## config.mk

```make
export PLATFORM = sky130hd
export DESIGN_NAME = ula_serial_alu
export DESIGN_NICKNAME = d
export VERILOG_FILES = /design/src/rtl/ula_serial_alu.sv
export SDC_FILE = /design/constraint.sdc
export NUM_CORES = 1
export LEC_CHECK = 0
export BUFFER_PORTS_ARGS = -buffer_cell sky130_fd_sc_hd__buf_4
export CAP_MARGIN = 25
export CORE_UTILIZATION = 49
export CTS_CLUSTER_SIZE = 28
export DETAILED_ROUTE_END_ITERATION = 6
export GPL_ROUTABILITY_DRIVEN = 1
export PLACE_DENSITY = 0.73
export SKIP_LAST_GASP = 1
export SLEW_MARGIN = 25
export SYNTH_ARGS = -nofsm -noshare
export SYNTH_HDL_FRONTEND = slang
export SYNTH_SLANG_ARGS = --single-unit
```

## constraint.sdc

```tcl
create_clock -name clk -period 2.7 [get_ports clk]
set_input_delay 0.405 -clock clk [delete_from_list [all_inputs] [get_ports clk]]
set_output_delay 0.405 -clock clk [all_outputs]
set_load 0.01 [all_outputs]
```

## src/rtl/ula_serial_alu.sv

```systemverilog
// ula_serial_alu: multi-cycle 74181-style ALU processing WIDTH bits in SLICE_W-bit slices, LSB first.
// Optional two's-complement overflow output under `ifdef ULA_OVERFLOW_EN.
module ula_serial_alu #(
    parameter int WIDTH   = 8,
    parameter int SLICE_W = 4
) (
    input  logic             clk,
    input  logic             rst_n,
    input  logic             start,
    input  logic [WIDTH-1:0] a,
    input  logic [WIDTH-1:0] b,
    input  logic [3:0]       s,
    input  logic             m,
    input  logic             c_in,
    output logic [WIDTH-1:0] f,
    output logic             a_eq_b,
    output logic             c_out,
    output logic             busy,
`ifdef ULA_OVERFLOW_EN
    output logic             ovf,
`endif
    output logic             done
);
    localparam int NUM_SLICES = WIDTH / SLICE_W;
    localparam int IDX_W = NUM_SLICES > 1 ? $clog2(NUM_SLICES) : 1;
    localparam logic [IDX_W-1:0] LAST = IDX_W'(NUM_SLICES - 1);

    typedef enum logic {IDLE, RUN} state_t;

    state_t             state_q, state_d;
    logic [WIDTH-1:0]   a_q, a_d, b_q, b_d, res_q, res_d, f_q, f_d;
    logic [3:0]         s_q, s_d;
    logic               m_q, m_d, carry_q, carry_d, eq_q, eq_d;
    logic               c_out_q, c_out_d, a_eq_b_q, a_eq_b_d, done_q, done_d;
    logic [IDX_W-1:0]   idx_q, idx_d;
    logic [31:0]        sh;
    logic [SLICE_W-1:0] a_sl, b_sl, x, y, sl_f;
    logic [SLICE_W:0]   sum;
    logic               sl_c, eq_n;
    logic [WIDTH-1:0]   merged;

    // Slice datapath: operates on the slice selected by idx_q.
    always_comb begin
        sh     = 32'(idx_q) * SLICE_W;
        a_sl   = SLICE_W'(a_q >> sh);
        b_sl   = SLICE_W'(b_q >> sh);
        x      = a_sl | ({SLICE_W{s_q[0]}} & b_sl) | ({SLICE_W{s_q[1]}} & ~b_sl);
        y      = a_sl & (({SLICE_W{s_q[2]}} & ~b_sl) | ({SLICE_W{s_q[3]}} & b_sl));
        sum    = {1'b0, x} + {1'b0, y} + {{SLICE_W{1'b0}}, carry_q};
        sl_f   = m_q ? ~(x ^ y) : sum[SLICE_W-1:0];
        sl_c   = ~m_q & sum[SLICE_W];
        eq_n   = eq_q & (&sl_f);
        merged = (res_q & ~(WIDTH'({SLICE_W{1'b1}}) << sh)) | (WIDTH'(sl_f) << sh);
    end

`ifdef ULA_OVERFLOW_EN
    logic sl_v, ovf_q, ovf_d;
    // Carry into the slice MSB is recovered from the sum bit; only the last slice's value is kept.
    assign sl_v = ~m_q & (x[SLICE_W-1] ^ y[SLICE_W-1] ^ sum[SLICE_W-1] ^ sum[SLICE_W]);
    assign ovf  = ovf_q;
`endif

    always_comb begin
        state_d  = state_q;
        a_d      = a_q;
        b_d      = b_q;
        s_d      = s_q;
        m_d      = m_q;
        carry_d  = carry_q;
        eq_d     = eq_q;
        idx_d    = idx_q;
        res_d    = res_q;
        f_d      = f_q;
        c_out_d  = c_out_q;
        a_eq_b_d = a_eq_b_q;
        done_d   = 1'b0;
`ifdef ULA_OVERFLOW_EN
        ovf_d    = ovf_q;
`endif
        if (state_q == IDLE) begin
            if (start) begin
                a_d     = a;
                b_d     = b;
                s_d     = s;
                m_d     = m;
                carry_d = c_in;
                eq_d    = 1'b1;
                idx_d   = '0;
                state_d = RUN;
            end
        end else begin
            res_d   = merged;
            carry_d = sl_c;
            eq_d    = eq_n;
            idx_d   = idx_q + 1'b1;
            if (idx_q == LAST) begin
                f_d      = merged;
                c_out_d  = sl_c;
                a_eq_b_d = eq_n;
                done_d   = 1'b1;
                state_d  = IDLE;
`ifdef ULA_OVERFLOW_EN
                ovf_d    = sl_v;
`endif
            end
        end
    end

    always_ff @(posedge clk or negedge rst_n) begin
        if (!rst_n) begin
            state_q  <= IDLE;
            a_q      <= '0;
            b_q      <= '0;
            s_q      <= '0;
            m_q      <= 1'b0;
            carry_q  <= 1'b0;
            eq_q     <= 1'b0;
            idx_q    <= '0;
            res_q    <= '0;
            f_q      <= '0;
            c_out_q  <= 1'b0;
            a_eq_b_q <= 1'b0;
            done_q   <= 1'b0;
`ifdef ULA_OVERFLOW_EN
            ovf_q    <= 1'b0;
`endif
        end else begin
            state_q  <= state_d;
            a_q      <= a_d;
            b_q      <= b_d;
            s_q      <= s_d;
            m_q      <= m_d;
            carry_q  <= carry_d;
            eq_q     <= eq_d;
            idx_q    <= idx_d;
            res_q    <= res_d;
            f_q      <= f_d;
            c_out_q  <= c_out_d;
            a_eq_b_q <= a_eq_b_d;
            done_q   <= done_d;
`ifdef ULA_OVERFLOW_EN
            ovf_q    <= ovf_d;
`endif
        end
    end

    assign f      = f_q;
    assign a_eq_b = a_eq_b_q;
    assign c_out  = c_out_q;
    assign busy   = (state_q == RUN);
    assign done   = done_q;
endmodule

```

==> results.py, run 1 <==
metrics = {
    "outcome": {
        "status": "finished, final reports clean",
    },
    "final_layout": {
        "diodes": 0,
        "syn_to_final_growth_pct": 22.7,
        "postLayoutCellArea_sq_um": 2430,
        "drive_above_1_share_pct": 34.7,
        "final_nets": 250,
        "fillerInstances": 326,
        "post-route-util_pct": 64.5,
        "layoutNonFillerInstCount": 270,
    },
    "timing": {
        "fin_crit_sh_pct": 97.0,
        "period_needed_ps": 2620,
        "fin_hold_ws_ps": 73.9,
        "finalHoldViolations": 0,
        "rsz0062_at_grt": "yes",
        "fin_ws_ps": 79.8,
        "slew_headroom_pct": 66.8,
        "fmax_ghz": 0.382,
        "fin_skew_ps": 2.56,
        "slew_viol_final": 0,
        "tightest_slew_ps": 499,
        "finalSetupViolCount": 0,
    },
    "detailed_routing": {
        "drc": 0,
        "vias_per_cell": 5.40,
        "vias": 1457,
        "ant_nets": 0,
        "first_iter_violations": 58,
        "drt-pass1-iter-count": 5,
        "drt_wl_total_um": 4020,
        "drt-wirelength-per-cell_um": 14.9,
    },
    "setup_path": {
        "critPathLaunchType": "register",
        "max_stage_delay_ps": 480,
        "slowest_stage": "fa_1",
        "cp_num_buf_inv": 1,
        "crit_path_cell_trace": "mux2i_2 > mux2i_1 > a22oi_1 > ha_2 > a21oi_4 > fa_1 > buf_4 > mux2_2 > nor2_1 > a21o_1",
        "regToRegEndpoint": "f[5]",
        "cp_max_fo": 2,
        "cp-end-kind": "register",
        "critical_path_class": "reg2reg",
        "reg2reg_from": "idx_q",
        "cp_num_cells": 10,
        "r2r_setup_slack_ps": 80,
        "cp_top_family": "multiplexers",
        "cp.arrival_ps": 2850,
        "cp.required_ps": 2930,
        "reg2reg_depth": 10,
    },
    "yosys": {
        "synthDistinctLibCells": 44,
        "synth-edff-count": 0,
        "syn-cell-area_sq_um": 1980,
        "ys.flop_type": "dfrtp_1",
        "synthArstFlopShare_pct": 100,
        "synthesis.nets": 209,
        "ys_seq_area_share_pct": 50.5,
        "ys_ff_latch": 40,
        "synthCells": 181,
        "synth.avg_cell_area_sq_um": 10.9,
        "yosys_warnings": 0,
    },
    "placement": {
        "place_congestion": 0.982,
        "place_area_sq_um": 2290,
        "place_inst": 261,
        "dp_hpwl_um": 2990,
        "numPortBuffers": 36,
        "place_ws_ps": 59.3,
    },
    "min_path": {
        "hp-class": "in2async",
    },
    "pwr": {
        "vdd_drop_max_v": 0.000648,
        "leakage_nw": 1.13,
        "power_density_nw_per_um2": 1510,
    },
    "grt": {
        "grt.overflow.total": 0,
        "antenna_found_initial": 0,
        "grt_max_degree": 41,
        "grt_usage_pct": 22.0,
        "grt_pass1_wl_um": 6930,
        "grt_pass1_vias": 1525,
    },
    "die": {
        "die_w_um": 65.6,
        "die_height_um": 65.6,
        "rows": 22,
        "initial_core_util_pct": 52.6,
        "core_sq_um": 3770,
        "ios": 37,
        "die_area_sq_um": 4300,
    },
    "cts": {
        "cts_tree": "built",
        "cts_max_path_buffers": 2,
        "path_clk_slew_ps": 70,
        "cts_sinks": 40,
        "cts_made_buffers": 5,
        "cts_root_buffer": "clkbuf_8",
        "holdBufCountCts": 0,
        "clock_latency_ps": 290,
        "htreeDepth": 2,
    },
    "flow_run": {
        "cap_violations": 0,
    },
}
## per-layer routing
metal	up-vias	global-route usage [%]	routed length, um
li1	715	-	-
met1	709	27.4	1840
met2	28	36.3	1970
met3	5	5.90	146
met4	0	8.42	61
met5	-	0	0
## power by group
part           switching (mW)  total, mW  internal, mW  leakage [nW]
Combinational            1.05       2.10          1.05         0.598
Clock                   0.196      0.423         0.227        0.0503
Sequential              0.241       1.14         0.901         0.484
## layout make-up
| cell class | count | area (sq um) | area share [%] |
|---|---|---|---|
| well taps | 48 | 60.1 | 2.47 |
| multi-input cells | 128 | 941 | 38.7 |
| inverters | 6 | 22.5 | 0.926 |
| flip-flops and latches | 40 | 1000 | 41.2 |
| repair buffers | 41 | 312 | 12.8 |
| clock buffers | 7 | 96.3 | 3.96 |
## worst reg2reg max path: cells and delay by family (launching register included)
family	cells	cell delay [ps]
buffers and inverters	1	160
AND/OR/NAND/NOR	1	110
adder cells (fa/ha/maj)	2	700
multiplexers	3	840
AO/OA/AOI/OAI	3	350
flip-flops	1	400
## logic make-up (layout without fill, tap and decap cells)
family                     after synthesis  count (layout)  share of synthesized area (%)
AOI/OAI and AO/OA                       38              38                           13.5
xor gates and xnor gates                 3               3                           1.70
adders and majority gates                3               3                           2.27
buffers and inverters                   13              54                           3.28
DFF                                     40              40                           50.5
muxes                                   30              30                           16.5
and+or+nand+nor                         54              54                           12.2
## through the flow
step | setup TNS (ps) | power, mW
3_5_place_dp | 0 | 3.09
3_3_place_gp | 0 | 2.99
6_report | 0 | 3.67
4_1_cts | 0 | 3.52
5_1_grt | -131 | 3.96
2_1_floorplan | 0 | 2.57
## synthesized netlist by cell type (all sizes together) (2+ instances only)
master / number / area, sq um
a21o: 3 / 22.5
a21oi: 4 / 23.8
a22oi: 2 / 15.0
buf: 3 / 27.5
clkbuf: 4 / 15.0
dfrtp: 40 / 1000
ha: 2 / 25.0
inv: 5 / 18.8
mux2: 19 / 214
mux2i: 11 / 114
nand2: 27 / 101
nand2b: 4 / 25.0
nor2: 13 / 51.3
nor2b: 4 / 25.0
o211ai: 3 / 27.5
o21ai: 16 / 80.1
or2: 2 / 15.0
xnor2: 2 / 25.0
## repair_timing
action	4_1_cts	5_1_grt
endpoints found under the setup margin	0	3
gates resized for setup	0	7
buffers inserted	0	2
## registers in the layout, summed over array words and instances (netlist names), 4 cells and up
| signal | flops |
|---|---|
| a_q | 8 |
| b_q | 8 |
| f | 8 |
| res_q | 4 |
| s_q | 4 |
## worst max-delay path by stage
| stage | from | endpoint | slack (ps) |
|---|---|---|---|
| 2_1_floorplan | idx_q | a_eq_b | 230 |
| 3_3_place_gp | idx_q | a_eq_b | 210 |
| 4_1_cts | idx_q | a_eq_b | 20 |
| 3_5_place_dp | idx_q | a_eq_b | 60 |
| 5_1_grt | idx_q | a_eq_b | -90 |
| 6_report | idx_q | f[5] | 80 |
## cells in the final DEF, fill, tap and decap left out, drive strengths merged
master and n:
or2 2, a22oi 2, a2bb2o 1, a21oi 4, mux2i 11, a311o 1
nor3 1, a221oi 1, and2 1, nand2 27, o21ai 16, mux2 19
clkinv 1, dfrtp 40, nand2b 4, a32oi 1, nor3b 1, clkbuf 7
o21bai 1, o21a 1, o31ai 1, a211oi 1, nor2b 4, nor2 13
xnor2 2, fa 1, ha 2, a21o 3, o32ai 1, nand3 1
buf 41, o22ai 1, xor2 1, inv 5, o211ai 3
(Power assumes the default switching activity.)
==> run 2, diff against run 1 <==
--- a/config.mk
+++ b/config.mk
@@ -7,6 +7,7 @@
 export LEC_CHECK = 0
 export BUFFER_PORTS_ARGS = -buffer_cell sky130_fd_sc_hd__buf_4
 export CAP_MARGIN = 25
+export CORE_ASPECT_RATIO = 0.6
 export CORE_UTILIZATION = 49
 export CTS_CLUSTER_SIZE = 28
 export DETAILED_ROUTE_END_ITERATION = 6
==> results.py, run 2 (synthesized netlist as in run 1, its figures left out) <==
metrics = {
    "outcome": {
        "status": "finished, violations left",
        "violations": "design-rule violations",
    },
    "die": {
        "die_w_um": 84.1,
        "ios": 37,
        "die_height_um": 51.3,
        "core_sq_um": 3760,
        "initial_core_util_pct": 52.6,
        "rows": 17,
        "die_area_sq_um": 4310,
    },
    "setup_path": {
        "cp_top_family": "adder cells",
        "cp-end-kind": "register",
        "slowest_stage": "fa_1",
        "cp_max_fo": 2,
        "max_stage_delay_ps": 470,
        "cp_num_buf_inv": 0,
        "critPathLaunchType": "register",
        "cp.required_ps": 2930,
        "crit_path_cell_trace": "mux2i_2 > mux2i_2 > a22oi_2 > ha_2 > a21oi_2 > fa_1 > nor3b_2 > o21ai_1 > nor2_1 > nand3_1 > o21ai_1",
        "cp.arrival_ps": 2830,
        "critical_path_class": "reg2reg",
    },
    "cts": {
        "cts_tree": "built",
        "cts_max_path_buffers": 2,
        "cts_made_buffers": 5,
        "holdBufCountCts": 0,
        "path_clk_slew_ps": 80,
        "htreeDepth": 2,
        "cts_sinks": 40,
        "clock_latency_ps": 300,
        "cts_root_buffer": "clkbuf_8",
    },
    "final_layout": {
        "final_common_cell": "buf_4",
        "final_nets": 251,
        "drive_above_1_share_pct": 36.6,
        "layout_common_cells": "buf_4 (41), dfrtp_1 (40), nand2_1 (27), mux2_2 (16), nor2_1 (12)",
        "syn_to_final_growth_pct": 24.8,
        "diodes": 0,
        "fillerInstances": 296,
        "postLayoutCellArea_sq_um": 2470,
    },
    "pwr": {
        "p_seq_share_pct": 30.2,
        "leakage_nw": 1.15,
        "internal-power_mw": 2.26,
        "vdd_drop_max_v": 0.000637,
        "power_density_nw_per_um2": 1540,
        "switchingPower_mw": 1.55,
        "power_frac_clock_pct": 14.0,
        "p_comb_share_pct": 55.8,
        "switching_share_pct": 40.7,
    },
    "detailed_routing": {
        "first_iter_violations": 61,
        "drt-pass1-iter-count": 6,
        "drc": 6,
        "drt-wirelength-per-cell_um": 16.3,
        "drt_wl_total_um": 4410,
        "vias_per_cell": 5.48,
        "vias": 1485,
        "ant_nets": 0,
    },
    "grt": {
        "grt_pass1_vias": 1483,
        "grt.overflow.total": 0,
        "grt_max_degree": 41,
        "grt_usage_pct": 23.1,
        "grt_pass1_wl_um": 7310,
        "antenna_found_initial": 0,
    },
    "timing": {
        "rsz0062_at_grt": "yes",
        "fin_crit_sh_pct": 96.5,
        "finalHoldViolations": 0,
        "finalSetupViolCount": 0,
        "period_needed_ps": 2610,
        "fmax_ghz": 0.384,
        "tightest_slew_ps": 513,
        "fin_skew_ps": 8.31,
        "fin_setup_tns_ps": 0,
        "slew_headroom_pct": 65.8,
        "slew_viol_final": 0,
        "fin_ws_ps": 94.6,
        "fin_hold_ws_ps": 82.3,
    },
    "flow_run": {
        "cap_violations": 0,
    },
    "placement": {
        "place_ws_ps": 59.8,
        "place_area_sq_um": 2300,
        "dp_hpwl_um": 3170,
        "place_congestion": 0.878,
        "numPortBuffers": 36,
    },
    "min_path": {
        "hp-class": "in2async",
    },
}
-- run 2: worst paths after layout --
path | to | cells past startpoint | slack (ps) | startpoint
min reg2reg | f[0] | 2 | 480 | res_q[0]
min | a_q[3] | 1 | 80 | rst_n
max | a_eq_b | 11 | 90 | idx_q
max in group asynchronous | b_q[4] | 1 | 2260 | rst_n
max reg2reg | a_eq_b | 11 | 90 | idx_q
min in group clk | m_q | 3 | 320 | m
-- run 2: metal layers --
| metal | vias to the layer above | wire length (um) | share of wire, % | GRT usage (%) |
|---|---|---|---|---|
| met3 | 9 | 275 | 6.2 | 5.82 |
| met4 | 0 | 87 | 2.0 | 12.1 |
| li1 | 714 | - | - | - |
| met2 | 49 | 1890 | 43 | 35.2 |
| met5 | - | 0 | 0 | 0 |
| met1 | 713 | 2160 | 49 | 30.7 |
-- run 2: metrics by stage --
stage | total power [mW] | util, % | cells
after floorplan | 2.57 | - | 181
after global placement | 2.99 | 61.1 | 261
after detailed placement | 3.11 | 61.1 | 261
after CTS | 3.65 | 64.5 | 269
after global routing | 4.08 | 65.7 | 271
final | 3.81 | 65.7 | 271
-- run 2: layout make-up --
type                            count  area, sq um  share of cell area [%]
Clock buffer                        7         96.3                    3.89
Clock inverter                      1         30.0                    1.21
Inverter                            6         22.5                   0.910
Multi-Input combinational cell    128          946                    38.2
Sequential cell                    40         1000                    40.5
Tap cell                           47         58.8                    2.38
Timing Repair Buffer               42          319                    12.9
-- run 2: timing repair --
item / in CTS / in global routing
setup buffers: 0 / 2
gates resized for setup: 0 / 9
setup endpoints to repair: 0 / 3
-- run 2: power by group through the flow --
stage / logic [mW] / clock network, mW / registers, mW
finish: 2.13 / 0.532 / 1.15
detailed placement: 1.96 / 0 / 1.14
global route: 2.32 / 0.567 / 1.19
global placement: 1.86 / 0 / 1.13
floorplan: 1.45 / 0 / 1.12
CTS: 1.97 / 0.544 / 1.13
-- run 2: worst reg2reg max path, stage by stage, from the launching register on --
cell	delay, ps
dfrtp_1	400
mux2i_2	320
mux2i_2	300
a22oi_2	90
ha_2	210
a21oi_2	150
fa_1	480
nor3b_2	180
o21ai_1	70
nor2_1	140
nand3_1	90
o21ai_1	120
==> run 3, diff against run 2 <==
--- a/config.mk
+++ b/config.mk
@@ -8,6 +8,7 @@
 export BUFFER_PORTS_ARGS = -buffer_cell sky130_fd_sc_hd__buf_4
 export CAP_MARGIN = 25
 export CORE_ASPECT_RATIO = 0.6
+export CORE_MARGIN = 10
 export CORE_UTILIZATION = 49
 export CTS_CLUSTER_SIZE = 28
 export DETAILED_ROUTE_END_ITERATION = 6
==> constraint.sdc (replaced) <==
create_clock -name clk -period 2.1 [get_ports clk]
set_input_delay 0.315 -clock clk [delete_from_list [all_inputs] [get_ports clk]]
set_output_delay 0.315 -clock clk [all_outputs]
set_load 0.01 [all_outputs]
==> results.py, run 3 (synthesized netlist as in run 1, its figures left out) <==
metrics = {
    "die": {
        "die_height_um": 69.3,
        "ios": 37,
        "die_area_sq_um": 7070,
        "die_w_um": 102,
        "core_sq_um": 3790,
        "rows": 17,
        "initial_core_util_pct": 52.3,
    },
    "timing": {
        "fin_setup_tns_ps": -3830,
        "rsz0062_at_grt": "yes",
        "fin_crit_sh_pct": 127,
        "fin_skew_ps": 4.59,
        "fin_ws_ps": -569,
        "fin_hold_ws_ps": -11.1,
        "tightest_slew_ps": 527,
        "period_needed_ps": 2670,
        "slew_headroom_pct": 64.9,
        "fmax_ghz": 0.375,
        "finalHoldViolations": 14,
        "slew_viol_final": 0,
        "finalSetupViolCount": 10,
    },
    "final_layout": {
        "final_common_cell": "buf_4",
        "fillerInstances": 278,
        "diodes": 0,
        "multiInputGateArea_sq_um": 981,
        "layout_common_cells": "buf_4 (57), dfrtp_1 (40), nand2_1 (27), mux2_2 (15), nor2_1 (11)",
        "syn_to_final_growth_pct": 31.4,
        "drive_above_1_share_pct": 41.1,
        "regArea_sq_um": 1000,
        "final_nets": 268,
    },
    "grt": {
        "grt_max_degree": 41,
        "grt_usage_pct": 14.4,
        "antenna_found_initial": 0,
        "grt.overflow.total": 0,
        "grt_pass1_wl_um": 8200,
        "grt_pass1_vias": 1602,
    },
    "placement": {
        "place_ws_ps": -541,
        "dp_hpwl_um": 3580,
        "place_congestion": 0.854,
        "numPortBuffers": 36,
    },
    "pwr": {
        "leakage_nw": 1.22,
        "power_density_nw_per_um2": 2050,
        "vdd_drop_max_v": 0.000822,
    },
    "outcome": {
        "violations": "negative hold slack, negative setup slack",
        "status": "finished, violations left",
    },
    "flow_run": {
        "cap_violations": 0,
    },
    "cts": {
        "path_clk_slew_ps": 70,
        "clock_latency_ps": 290,
        "cts_max_path_buffers": 2,
        "cts_sinks": 40,
        "cts_made_buffers": 5,
        "cts_tree": "built",
        "cts_root_buffer": "clkbuf_8",
        "htreeDepth": 2,
    },
    "detailed_routing": {
        "drt-wirelength-per-cell_um": 16.9,
        "ant_nets": 0,
        "vias": 1536,
        "drc": 0,
        "drt_wl_total_um": 4850,
        "first_iter_violations": 87,
        "drt-pass1-iter-count": 4,
        "vias_per_cell": 5.33,
    },
    "setup_path": {
        "reg2reg_from": "idx_q",
        "critical_path_class": "reg2reg",
        "cp_max_fo": 2,
        "cp.required_ps": 2300,
        "cp-end-kind": "register",
        "cpMostUsedCell": "o21ai_1",
        "critPathLaunchType": "register",
        "crit_path_cell_trace": "mux2i_4 > mux2i_2 > a22oi_2 > ha_2 > a21oi_4 > fa_1 > nor3b_2 > o21ai_1 > nor2_1 > nand3_1 > o21ai_1",
        "cp-startpoint": "idx_q",
        "cp.arrival_ps": 2870,
        "cp_top_family": "adder cells",
        "slowest_stage": "fa_1",
        "max_stage_delay_ps": 460,
        "cp_num_buf_inv": 0,
    },
    "min_path": {
        "hp-class": "in2async",
    },
}
-- run 3: timing repair --
item | 4_1_cts | 5_1_grt
hold buffers | 0 | 0
resized for setup | 4 | 8
pin swaps | 10 | 9
endpoints found under the setup margin | 10 | 10
cloned | 0 | 0
setup buffers | 3 | 4
-- run 3: worst paths after layout --
kind,end,slack [ps],cells after the start
worst max-delay path,a_eq_b,-570,11
worst min-delay path,b_q[6],-10,1
worst max register to register,a_eq_b,-570,11
worst min register to register,f[0],480,2
max in group asynchronous,res_q[0],1760,1
min in group clk,a_q[6],230,3
-- run 3: worst reg2reg max path, delay by kind of cell, from the launching register on --
kind	cells	cell delay [ps]
adder cells (fa/ha/maj)	2	660
multiplexers	2	580
AO/OA/AOI/OAI	4	490
AND/OR/NAND/NOR	3	450
flip-flops	1	410
-- run 3: metrics by stage --
stage          hold WS (ps)  instance area (sq um)  util, %  total power [mW]  instances
2_1_floorplan          19.4                   1990        -              3.35        181
3_3_place_gp            307                   2410     63.6              4.16        274
3_5_place_dp            320                   2410     63.6              4.32        274
4_1_cts                11.4                   2540     67.2              5.02        284
5_1_grt                25.9                   2600     68.8              5.74        288
6_report              -11.1                   2600     68.8              5.33        288
-- run 3: per-layer routing --
layer / up-vias / track usage (%) / routed length (um)
met1: 738 / 19.1 / 2150
met4: 0 / 4.78 / 70
met5: - / 0 / 0
met3: 7 / 4.76 / 356
li1: 752 / - / -
met2: 39 / 21.5 / 2270
-- run 3: area by class of cell --
type	count	area share, %
clock buffers	8	3.46
inverters	6	0.865
multi-input cells	128	37.7
flip-flops and latches	40	38.4
well taps	47	2.26
repair buffers	59	17.3
-- run 3: power by group --
| part | switching, mW | internal (mW) | total (mW) |
|---|---|---|---|
| registers | 0.304 | 1.16 | 1.46 |
| clock network | 0.250 | 0.268 | 0.518 |
| logic | 1.59 | 1.75 | 3.35 |
| total | 2.15 | 3.18 | 5.33 |
